===== src/rtl/alu_pipe.sv =====
// alu_pipe: handshaked execution unit.
//
// A single-cycle ALU op is computed in one registered stage. An unsigned low-half multiply
// runs iteratively as shift-add, one multiplier bit per cycle.
//
// Parameters
//   WIDTH  operand/result width (power of two, >= 8)
//   SHW    shift-amount bits taken from b (derived, do not override)
//
// Ports
//   clk, rst_n           clock, asynchronous active-low reset
//   in_valid/in_ready    input handshake for op, a, b
//   op [3:0]             operation code
//   a, b [WIDTH-1:0]     operands
//   out_valid/out_ready  output handshake for result, zero
//   result [WIDTH-1:0]   registered result
//   zero                 registered, result == 0
//   busy                 multiply in progress
module alu_pipe #(
  parameter int unsigned WIDTH = 32,
  parameter int unsigned SHW   = $clog2(WIDTH)
) (
  input  logic             clk,
  input  logic             rst_n,
  input  logic             in_valid,
  output logic             in_ready,
  input  logic [3:0]       op,
  input  logic [WIDTH-1:0] a,
  input  logic [WIDTH-1:0] b,
  output logic             out_valid,
  input  logic             out_ready,
  output logic [WIDTH-1:0] result,
  output logic             zero,
  output logic             busy
);

  localparam int unsigned CW = SHW + 1;

  localparam logic [3:0] OpAdd  = 4'd0;
  localparam logic [3:0] OpSub  = 4'd1;
  localparam logic [3:0] OpAnd  = 4'd2;
  localparam logic [3:0] OpOr   = 4'd3;
  localparam logic [3:0] OpXor  = 4'd4;
  localparam logic [3:0] OpSll  = 4'd5;
  localparam logic [3:0] OpSrl  = 4'd6;
  localparam logic [3:0] OpSra  = 4'd7;
  localparam logic [3:0] OpSlt  = 4'd8;
  localparam logic [3:0] OpSltu = 4'd9;
  localparam logic [3:0] OpJalr = 4'd10;
  localparam logic [3:0] OpMul  = 4'd11;

  typedef enum logic [1:0] {StIdle, StMul, StHold} state_e;

  state_e           state_q, state_d;
  logic [WIDTH-1:0] mcand_q, mcand_d;
  logic [WIDTH-1:0] mplier_q, mplier_d;
  logic [WIDTH-1:0] acc_q, acc_d;
  logic [CW-1:0]    count_q, count_d;
  logic [WIDTH-1:0] result_q, result_d;
  logic             zero_q, zero_d;
  logic             out_valid_q, out_valid_d;

  logic [WIDTH-1:0] alu_res;
  logic [WIDTH-1:0] sum;
  logic [WIDTH-1:0] acc_next;
  logic [SHW-1:0]   shamt;
  logic             slot_free;
  logic             accept;

  // Single-cycle ALU; MUL and illegal codes yield 0 here.
  always_comb begin
    alu_res = '0;
    shamt   = b[SHW-1:0];
    sum     = a + b;
    case (op)
      OpAdd:   alu_res = sum;
      OpSub:   alu_res = a - b;
      OpAnd:   alu_res = a & b;
      OpOr:    alu_res = a | b;
      OpXor:   alu_res = a ^ b;
      OpSll:   alu_res = a << shamt;
      OpSrl:   alu_res = a >> shamt;
      OpSra:   alu_res = $signed(a) >>> shamt;
      OpSlt:   alu_res = {{(WIDTH-1){1'b0}}, ($signed(a) < $signed(b))};
      OpSltu:  alu_res = {{(WIDTH-1){1'b0}}, (a < b)};
      OpJalr:  alu_res = sum & {{(WIDTH-1){1'b1}}, 1'b0};
      default: alu_res = '0;
    endcase
  end

  assign acc_next  = mplier_q[0] ? (acc_q + mcand_q) : acc_q;
  assign slot_free = !out_valid_q || out_ready;
  // Gated by rst_n so the unit never advertises readiness while held in reset.
  assign in_ready  = rst_n && (state_q == StIdle) && slot_free;
  assign accept    = in_valid && in_ready;

  always_comb begin
    state_d     = state_q;
    mcand_d     = mcand_q;
    mplier_d    = mplier_q;
    acc_d       = acc_q;
    count_d     = count_q;
    result_d    = result_q;
    zero_d      = zero_q;
    out_valid_d = out_valid_q;

    // Consume; a load below in the same cycle overrides this.
    if (out_valid_q && out_ready) begin
      out_valid_d = 1'b0;
    end

    case (state_q)
      StIdle: begin
        if (accept) begin
          if (op == OpMul) begin
            mcand_d  = a;
            mplier_d = b;
            acc_d    = '0;
            count_d  = CW'(WIDTH);
            state_d  = StMul;
          end else begin
            result_d    = alu_res;
            zero_d      = (alu_res == '0);
            out_valid_d = 1'b1;
          end
        end
      end
      StMul: begin
        acc_d    = acc_next;
        mcand_d  = mcand_q << 1;
        mplier_d = mplier_q >> 1;
        count_d  = count_q - CW'(1);
        if (count_q == CW'(1)) begin
          if (slot_free) begin
            result_d    = acc_next;
            zero_d      = (acc_next == '0);
            out_valid_d = 1'b1;
            state_d     = StIdle;
          end else begin
            // Product parks in acc_q until the old result drains.
            state_d = StHold;
          end
        end
      end
      StHold: begin
        if (slot_free) begin
          result_d    = acc_q;
          zero_d      = (acc_q == '0);
          out_valid_d = 1'b1;
          state_d     = StIdle;
        end
      end
      default: state_d = StIdle;
    endcase
  end

  always_ff @(posedge clk or negedge rst_n) begin
    if (!rst_n) begin
      state_q     <= StIdle;
      mcand_q     <= '0;
      mplier_q    <= '0;
      acc_q       <= '0;
      count_q     <= '0;
      result_q    <= '0;
      zero_q      <= 1'b0;
      out_valid_q <= 1'b0;
    end else begin
      state_q     <= state_d;
      mcand_q     <= mcand_d;
      mplier_q    <= mplier_d;
      acc_q       <= acc_d;
      count_q     <= count_d;
      result_q    <= result_d;
      zero_q      <= zero_d;
      out_valid_q <= out_valid_d;
    end
  end

  assign result    = result_q;
  assign zero      = zero_q;
  assign out_valid = out_valid_q;
  assign busy      = (state_q == StMul);

endmodule


===== config.mk =====
export PLATFORM = sky130hd
export DESIGN_NAME = alu_pipe
export DESIGN_NICKNAME = d
export VERILOG_FILES = /design/src/rtl/alu_pipe.sv
export SDC_FILE = /design/constraint.sdc
export NUM_CORES = 1
export LEC_CHECK = 0
export BUFFER_PORTS_ARGS = -buffer_cell sky130_fd_sc_hd__buf_2
export CAP_MARGIN = 25
export CELL_PAD_IN_SITES_DETAIL_PLACEMENT = 0
export CELL_PAD_IN_SITES_GLOBAL_PLACEMENT = 1
export CORE_ASPECT_RATIO = 0.75
export CORE_MARGIN = 2
export CORE_UTILIZATION = 30
export DETAILED_ROUTE_END_ITERATION = 10
export PLACE_DENSITY = 0.62
export SLEW_MARGIN = 25
export SYNTH_ARGS = -nofsm -noshare
export SYNTH_HDL_FRONTEND = slang
export SYNTH_SLANG_ARGS = --single-unit

===== constraint.sdc =====
create_clock -name clk -period 9.6 [get_ports clk]
set_clock_uncertainty 0.2 [all_clocks]
set_input_delay 0.48 -clock clk [delete_from_list [all_inputs] [get_ports clk]]
set_output_delay 0.48 -clock clk [all_outputs]
set_load 0.005 [all_outputs]

==> flow_summary.toml, run 1 <==
[cts]
cts.clk_slew.worst_paths_ns = 0.07
cts_buffers = 17
root_buffer = "clkbuf_16"
cts.sinks = 138
post-cts-setup-buffers = 0
clock_latency_ns = 0.50
cts_tree = "done"
h-tree-depth = 4
clock_path_buffers = 2

[final_layout]
nets = 2519
final_core_util_pct = 33.3
seq_area_mm2 = 0.00345
multi_input_area_mm2 = 0.0132
final_cells = 3108
drive_gt1_share_pct = 11.6
diodes = 0
fin_area_mm2 = 0.0196
syn2layout_area_growth_pct = 10.3
num-fill-cells = 6335

[critical_path]
required_ns = 9.82
timing.rr.end = "zero"
critPathCaptureType = "flip-flop"
cp.depth = 14
worstRegToRegCells = 16
worstSetupStartpointType = "input pin"
regToRegSetupSlack_ns = 4.58
crit_family = "compound AO/OA/AOI/OAI gates"
crit_path_top_delay_cell = "o21ai_0"
critical_path_arrival_ns = 5.78
crit_type = "in -> reg"
path_buf_inv = 2
r2r_start = "state_q[1]"
critPathMaxFanout = 50
path_cells = "buf_4, buf_4, mux2_2, mux2i_1, mux2i_1, o21ai_0, o21ai_0, a21oi_1, o221ai_1, nor4_1, nand4b_1, nor4b_2, nand4_1, o211ai_1"
crit_path_max_incr_delay_ns = 0.90

[placement]
dpl_cell_area_mm2 = 0.0190
portBuffers = 107
gp_congestion = 1.04
dp_hpwl_um = 66700
dp_cells = 3077
dpl_worst_slack_ns = 3.76

[synth]
synth_edf_count = 0
synthDistinctLibCells = 92
synth-xor-area-share_pct = 2.02
syn_avg_cell_area_um2 = 7.71
synth_flop_cell = "dfrtp_1"
synthMuxAreaShare_pct = 14.0
synth_simple_gate_area_share_pct = 19.4
synth_compound_gate_area_share_pct = 28.8
synth.area.top_cells = "dfrtp_1, ha_1, mux2i_1, o21ai_0, nand2_1"
synthDominantCellAreaShare_pct = 19.5
synthCells = 2302
ys_ff_latch = 138
seq_area_frac_synth_pct = 19.5
synth-warning-count = 0
synth_top_cell_by_area = "dfrtp_1"
synth_commonest_cells = "nand2_1, o21ai_0, nor2_1"
syn_nets = 2514
async_flop_share_pct = 100
yosysMostFrequentCell = "nand2_1"
synth_area_mm2 = 0.0177
synth_top_family_by_area = "compound AO/OA/AOI/OAI gates"
synth-adder-area-share_pct = 10.0

[power_and_ir_drop]
power.density_mw_per_mm2 = 211
p_leak_nw = 8.39
ir_worst_vdd_uv = 135
power_mw = 4.12

[detailed_routing]
ant_nets = 0
vias_per_cell = 6.18
first_iter_violations = 2332
firstDrtPassIters = 7
wl_um = 87900
drc = 0
drt-wirelength-per-cell_um = 28.3
vias = 19200

[sta]
drv_slew = 0
slew_headroom_pct = 18.2
setup_violations = 0
fmax_mhz = 180
final.setup.worst_slack_ns = 4.04
setup_tns_ns = 0
hold_violations = 0
fin_crit_ns = 5.56
whs_ns = 0.0942
worst_pin_slew_ns = 1.20
rsz0062_at_grt = "no"
min_period_over_period_pct = 57.9

[floorplanning]
fp.dieW_um = 285
core_mm2 = 0.0587
dieArea_mm2 = 0.0611
num_rows = 77
start_util_pct = 30.2
io_pins = 108
fp.dieH_um = 215

[grt]
antenna_found_initial = 3
track_usage_pct = 28.5
gr-total-overflow = 0
grt_max_degree = 84
grt_pass1_wl_um = 130000
grt_pass1_vias = 18200

[status]
status = "completed"

[hold_path]
whs_path_depth = 3
hp-start = "b[12]"
whs_endpoint = "mplier_q[12]"
worstHoldPathType = "in -> reg"

[flow_run]
drv_cap = 0
-- worst reg2reg max path, stage by stage (launching register included) --
cell and delay, ns:
dfrtp_1 0.38, inv_1 0.11, ha_4 0.21, buf_4 0.34
o21a_1 0.21, a221o_1 0.31, or3_2 0.45, buf_4 0.31
nand2b_1 0.42, and4_1 0.25, o2111a_1 0.23, nand4_1 0.15
nor4_1 0.49, nand4_1 0.19, nor4_1 0.34, nand4_1 0.17
o211ai_1 0.18
-- cell families (layout without fill, tap and decap cells) --
kind of cell / Yosys count / after routing
xor gates and xnor gates: 41 / 41
AOI/OAI and AO/OA: 767 / 767
DFF: 138 / 138
buffers and inverters: 286 / 302
adders and majority gates: 140 / 140
muxes: 198 / 198
and+or+nand+nor: 732 / 732
-- routing by layer --
metal,track usage (%),part of all wire [%]
met5,0,0
met4,8.00,2.5
met3,5.69,8.4
met2,40.1,40
met1,43.4,49
-- worst max-delay path by stage --
stage	start	to	slack, ns
final	b[1]	zero	4.04
after global routing	b[2]	zero	3.86
after CTS	b[3]	zero	4.29
after detailed placement	b[2]	zero	3.76
after global placement	b[2]	zero	3.75
after floorplan	b[1]	zero	4.72
-- registers in the layout, indices dropped and copies added (netlist names) --
signal     count
zero           1
acc_q         32
state_q        2
count_q        6
out_valid      1
mcand_q       32
mplier_q      32
result        32
-- layout make-up --
class                   instances  share of cell area [%]
clock buffers                  17                    2.18
clock inverters                13                   0.870
inverters                     121                    2.32
multi-input cells            1878                    67.4
flip-flops and latches        138                    17.7
well taps                     790                    5.05
repair buffers                151                    4.48
-- placed cells by master (no fill, tap or decap), drive strengths merged, types with 27 or more instances in the layout --
| cell | count |
|---|---|
| nand3 | 64 |
| a211oi | 35 |
| mux2i | 139 |
| nor3 | 48 |
| o21ai | 229 |
| nor4 | 27 |
| nand2 | 297 |
| inv | 119 |
| dfrtp | 138 |
| a21oi | 138 |
| buf | 150 |
| ha | 137 |
| o211ai | 52 |
| nor2 | 152 |
| mux4 | 34 |
-- where the power goes --
part           leakage (nW)  total [mW]  internal [mW]  switching [mW]
combinational          6.36        2.33          0.838            1.50
clock                 0.282       0.721          0.407           0.315
sequential             1.75        1.06          0.830           0.234
total                  8.39        4.12           2.07            2.04
-- repair_timing --
item                      CTS  global route
hold endpoints to repair   42             0
resized for setup           0             0
hold buffers                1             0
No activity file was read; power rests on OpenSTA's default activity.
==> inputs of run 2 (changes only) <==
--- a/config.mk
+++ b/config.mk
@@ -13,7 +13,7 @@
 export CORE_MARGIN = 2
 export CORE_UTILIZATION = 30
 export DETAILED_ROUTE_END_ITERATION = 10
-export PLACE_DENSITY = 0.62
+export PLACE_DENSITY = 0.64
 export SLEW_MARGIN = 25
 export SYNTH_ARGS = -nofsm -noshare
 export SYNTH_HDL_FRONTEND = slang
==> constraint.sdc (replaced) <==
create_clock -name clk -period 4.6 [get_ports clk]
set_clock_uncertainty 0.2 [all_clocks]
set_input_delay 0.23 -clock clk [delete_from_list [all_inputs] [get_ports clk]]
set_output_delay 0.23 -clock clk [all_outputs]
set_load 0.005 [all_outputs]
==> run 2 against run 1 <==
Largest cell class unchanged; highest routed layer is now met5; wire length rose by 1.5%; sequential power rose by 110%; combinational power rose by 130%; critical endpoint unchanged; largest power group unchanged.
==> flow_summary.toml, run 2 (synthesized netlist as in run 1, its figures left out) <==
[status]
status = "completed"

[placement]
dp_hpwl_um = 70600
dpl_worst_slack_ns = -0.152
gp_congestion = 1.03
dp_cells = 3315
portBuffers = 107

[floorplanning]
start_util_pct = 30.2
dieArea_mm2 = 0.0611
io_pins = 108
fp.dieH_um = 215
core_mm2 = 0.0587
num_rows = 77
fp.dieW_um = 285

[sta]
hold_violations = 0
worst_pin_slew_ns = 0.942
slew_headroom_pct = 35.6
fin_crit_ns = 4.52
fmax_mhz = 221
setup_tns_ns = 0
whs_ns = 0.0272
final.setup.worst_slack_ns = 0.0763
drv_slew = 0
min_period_over_period_pct = 98.3
rsz0062_at_grt = "yes"
setup_violations = 0

[detailed_routing]
vias = 20200
drc = 0
vias_per_cell = 5.97
firstDrtPassIters = 7
drt-wirelength-per-cell_um = 26.3
ant_nets = 0
first_iter_violations = 2448
wl_um = 89200

[grt]
grt_pass1_vias = 18900
grt_max_degree = 139
antenna_found_initial = 4
grt_pass1_wl_um = 131000
gr-total-overflow = 0
track_usage_pct = 28.7

[cts]
cts_buffers = 17
cts.sinks = 138
clock_latency_ns = 0.52
h-tree-depth = 4
root_buffer = "clkbuf_16"
clock_path_buffers = 2
cts_tree = "done"
cts.clk_slew.worst_paths_ns = 0.06

[critical_path]
crit_type = "in -> reg"
crit_path_frequent_cell = "buf_4"
crit_path_max_incr_delay_ns = 0.53
path_cells = "dlygate4sd3_1, buf_2, buf_4, ha_1, nand2_1, o21ai_0, a221oi_1, buf_4, nand2b_1, a32o_2, o211ai_1, nor4_4, nor4b_4, buf_4, nand4b_1, nor4b_2, nand4_1, o211ai_1"
critPathCaptureType = "flip-flop"
path_buf_inv = 5
critical_path_arrival_ns = 4.73
critPathMaxFanout = 5
required_ns = 4.81
worstSetupStartpointType = "input pin"
crit_path_top_delay_cell = "dlygate4sd3_1"
crit_family = "simple AND/OR/NAND/NOR gates"

[final_layout]
nets = 2793
final_cells = 3384
seq_area_mm2 = 0.00345
multi_input_area_mm2 = 0.0133
layout.cells.most_common = "nand2_1"
mostFrequentLayoutCells = "nand2_1, buf_4, o21ai_0"
num-fill-cells = 6158
drive_gt1_share_pct = 20.5
syn2layout_area_growth_pct = 24.4

[power_and_ir_drop]
power.density_mw_per_mm2 = 413
ir_worst_vdd_uv = 347
power_mw = 9.11
p_leak_nw = 9.80

[hold_path]
worstHoldPathType = "in -> reg"

[flow_run]
drv_cap = 0
==> run 2: changes by cell type in the layout (fill, tap and decap cells not counted), sizes merged <==
cell	change
buf	+241
dlygate4sd3	+33
clkbuf	+3
clkinv	-3
bufinv	+2
clkinvlp	-1
diode	+1
==> run 2: path summary, 6_finish.rpt <==
kind / from / endpoint / slack (ns) / cells after the start
max: a[0] / zero / 0.08 / 18
min: a[1] / mcand_q[1] / 0.03 / 4
max reg2reg: count_q[1] / zero / 0.19 / 14
min reg2reg: result[18] / result[18] / 0.28 / 2
max in group asynchronous: rst_n / mplier_q[22] / 3.25 / 3
min in group asynchronous: rst_n / mplier_q[9] / 0.25 / 3
==> run 2: area by class of cell <==
class	count	area share [%]
clock inverter	11	0.873
multi-input combinational	1878	60.5
tap	790	4.48
timing repair buffer	425	14.4
inverter	121	2.06
clock buffer	20	2.02
antenna	1	0.0113
sequential	138	15.7
==> run 2: per-layer routing <==
metal	vias to the layer above	track usage, %	part of all wire (%)
met5	-	0	0.015
met4	2	7.70	2.2
met3	94	6.16	8.7
met2	952	40.1	41
met1	9998	43.5	48
li1	9168	-	-
==> run 2: repair_timing <==
action | 4_1_cts | 5_1_grt
endpoints found under the setup margin | 0 | 6
hold buffers | 34 | 0
endpoints found under the hold margin | 172 | 0
setup buffers | 0 | 3
gates resized for setup | 0 | 35
==> run 2: power breakdown <==
| group | total [mW] | internal [mW] | switching [mW] |
|---|---|---|---|
| clock | 1.61 | 0.972 | 0.634 |
| combinational | 5.28 | 2.06 | 3.22 |
| sequential | 2.23 | 1.73 | 0.497 |
| total | 9.11 | 4.76 | 4.35 |
==> run 2: per-stage QoR <==
stage / cell area, um2 / utilization, %
global placement: 20900 / 35.6
detailed placement: 20900 / 35.6
floorplan: 17700 / -
finish: 22100 / 37.6
global route: 22100 / 37.6
CTS: 21900 / 37.3
==> run 2: tightest hold or removal path: cells and delay by family <==
family / cells / cell delay (ns)
multiplexers: 1 / 0.08
AO/OA/AOI/OAI: 1 / 0.14
buffers and inverters: 2 / 0.25
==> inputs of run 3 (changes only) <==
--- a/config.mk
+++ b/config.mk
@@ -5,13 +5,14 @@
 export SDC_FILE = /design/constraint.sdc
 export NUM_CORES = 1
 export LEC_CHECK = 0
-export BUFFER_PORTS_ARGS = -buffer_cell sky130_fd_sc_hd__buf_2
+export BUFFER_PORTS_ARGS = -buffer_cell sky130_fd_sc_hd__buf_4
 export CAP_MARGIN = 25
 export CELL_PAD_IN_SITES_DETAIL_PLACEMENT = 0
 export CELL_PAD_IN_SITES_GLOBAL_PLACEMENT = 1
 export CORE_ASPECT_RATIO = 0.75
 export CORE_MARGIN = 2
 export CORE_UTILIZATION = 30
+export CTS_BUF_LIST = sky130_fd_sc_hd__clkbuf_4 sky130_fd_sc_hd__clkbuf_8
 export DETAILED_ROUTE_END_ITERATION = 10
 export PLACE_DENSITY = 0.64
 export SLEW_MARGIN = 25
==> run 3 against run 2 <==
Flip-flop and latch count did not move; wire length rose by 0.62%; clock-buffer cell count rose by 2; global-route usage rose by 0.18 points; critical endpoint unchanged; largest power group unchanged; sequential share of layout area fell by 0.087 points; highest routed layer unchanged.
==> flow_summary.toml, run 3 (synthesized netlist as in run 1, its figures left out) <==
[status]
status = "completed"

[critical_path]
worstSetupStartpointType = "input pin"
required_ns = 4.89
critPathCaptureType = "flip-flop"
crit_path_top_delay_cell = "dlygate4sd3_1"
crit_path_max_incr_delay_ns = 0.53
critical_path_arrival_ns = 4.80
crit_type = "in -> reg"
path_cells = "dlygate4sd3_1, buf_4, buf_12, nor2_1, buf_4, nand2_1, o22a_2, o221ai_1, a221oi_2, o21ai_0, or3b_2, nor4b_4, buf_4, nand4b_1, nor4b_2, nand4_1, o211ai_1"
crit_family = "simple AND/OR/NAND/NOR gates"
path_buf_inv = 5
critPathMaxFanout = 53
crit_path_frequent_cell = "buf_4"

[cts]
cts.clk_slew.worst_paths_ns = 0.09
root_buffer = "clkbuf_8"
cts_buffers = 17
clock_path_buffers = 2
cts_tree = "done"
clock_latency_ns = 0.58
cts.sinks = 138
h-tree-depth = 4

[sta]
drv_slew = 0
hold_violations = 0
whs_ns = 0.0590
min_period_over_period_pct = 98.1
fin_crit_ns = 4.51
slew_headroom_pct = 33.7
fmax_mhz = 222
worst_pin_slew_ns = 0.969
final.setup.worst_slack_ns = 0.0867
setup_violations = 0

[floorplanning]
fp.dieH_um = 215
io_pins = 108
fp.dieW_um = 285
core_mm2 = 0.0587
dieArea_mm2 = 0.0611
start_util_pct = 30.2
num_rows = 77

[final_layout]
nets = 2771
final_core_util_pct = 37.8
layout.cells.most_common = "buf_4"
num-fill-cells = 6114
drive_gt1_share_pct = 19.3
syn2layout_area_growth_pct = 25.1
mostFrequentLayoutCells = "buf_4, nand2_1, o21ai_0"

[detailed_routing]
vias = 20200
wl_um = 89700
drc = 0
first_iter_violations = 2332
wl_met1_um = 42500
drt-wirelength-per-cell_um = 26.7
route.met2.wl_um = 36600
highest_layer = "met5"
ant_nets = 0
dr_wl_met3_um = 7880
vias_per_cell = 6.01
firstDrtPassIters = 6

[power_and_ir_drop]
power.density_mw_per_mm2 = 402
p_seq_share_pct = 25.2
combPwrFrac_pct = 59.6
power_mw = 8.92
p_int_mw = 4.61
netSwitchingPower_mw = 4.31
p_leak_nw = 9.80
clkPwrFrac_pct = 15.3
p_sw_share_pct = 48.3
ir_worst_vdd_uv = 327

[grt]
antenna_found_initial = 2
grt_max_degree = 140
grt_pass1_vias = 18900
grt_pass1_wl_um = 132000
gr-total-overflow = 0
track_usage_pct = 28.8

[hold_path]
worstHoldPathType = "in -> reg"

[placement]
portBuffers = 107
dp_hpwl_um = 69100
gp_congestion = 1.01
dpl_worst_slack_ns = -0.616

[flow_run]
drv_cap = 0
-- run 3: cell count changes in the layout (fill, tap and decap cells not counted), sizes merged --
cell and change:
bufinv +1, buf -53, clkinvlp -1, inv -1, dlymetal6s4s +11, clkbuf +2, dlygate4sd3 +20
-- run 3: cell type report --
cell class                      instances  area [um2]  share of cell area, %
Antenna cell                            1        2.50                 0.0113
Multi-Input combinational cell       1878       13400                   60.4
Timing Repair Buffer                  403        3370                   15.2
Sequential cell                       138        3450                   15.6
Tap cell                              790         988                   4.46
Clock buffer                           22         297                   1.34
Inverter                              121         454                   2.05
Clock inverter                         10         210                  0.948
-- run 3: per-stage QoR --
step | cells | setup TNS (ns) | instance area [um2]
after CTS | 3334 | 0 | 21700
after detailed placement | 3237 | -0.616 | 20500
final | 3363 | 0 | 22200
after global placement | 3237 | -0.619 | 20500
after global routing | 3362 | -0.0119 | 22200
after floorplan | 2302 | 0 | 17700
-- run 3: what timing repair did --
item                                    4_1_cts  5_1_grt
gates resized for setup                       0       79
hold buffers                                 65        0
buffers inserted                              0       32
endpoints found under the setup margin        0        4
endpoints found under the hold margin       203        0
-- run 3: layer usage --
metal,global-route usage (%),up-vias
li1,-,9096
met1,43.8,9948
met2,40.9,1043
met3,5.12,122
met4,8.32,2
met5,0,-
-- run 3: final timing paths --
| check | startpoint | endpoint | slack, ns | cells past startpoint |
|---|---|---|---|---|
| worst max-delay path | b[2] | zero | 0.09 | 17 |
| worst min-delay path | b[3] | mplier_q[3] | 0.06 | 4 |
| worst max register to register | mcand_q[6] | zero | 0.20 | 14 |
| worst min register to register | result[15] | result[15] | 0.28 | 1 |
| max in group asynchronous | rst_n | result[19] | 3.38 | 3 |
| min in group asynchronous | rst_n | mplier_q[6] | 0.15 | 3 |
-- run 3: power by group through the flow --
stage / combinational [mW] / clock (mW) / sequential, mW
2_1_floorplan: 3.26 / 0 / 2.06
3_3_place_gp: 5.02 / 0 / 2.25
3_5_place_dp: 5.05 / 0 / 2.27
4_1_cts: 5.13 / 1.42 / 2.25
5_1_grt: 5.84 / 1.46 / 2.32
6_report: 5.31 / 1.36 / 2.25
-- run 3: worst register-to-register path: stages, from the launching register on --
cell       delay, ns
dfrtp_1         0.44
ha_1            0.38
a21o_1          0.24
a311oi_1        0.37
a2bb2oi_1       0.46
a21oi_1         0.18
or3_1           0.38
a31oi_1         0.28
nand4b_1        0.20
nor4_4          0.34
buf_4           0.17
nand4_1         0.12
nor4_2          0.26
nand4_1         0.13
o211ai_1        0.19
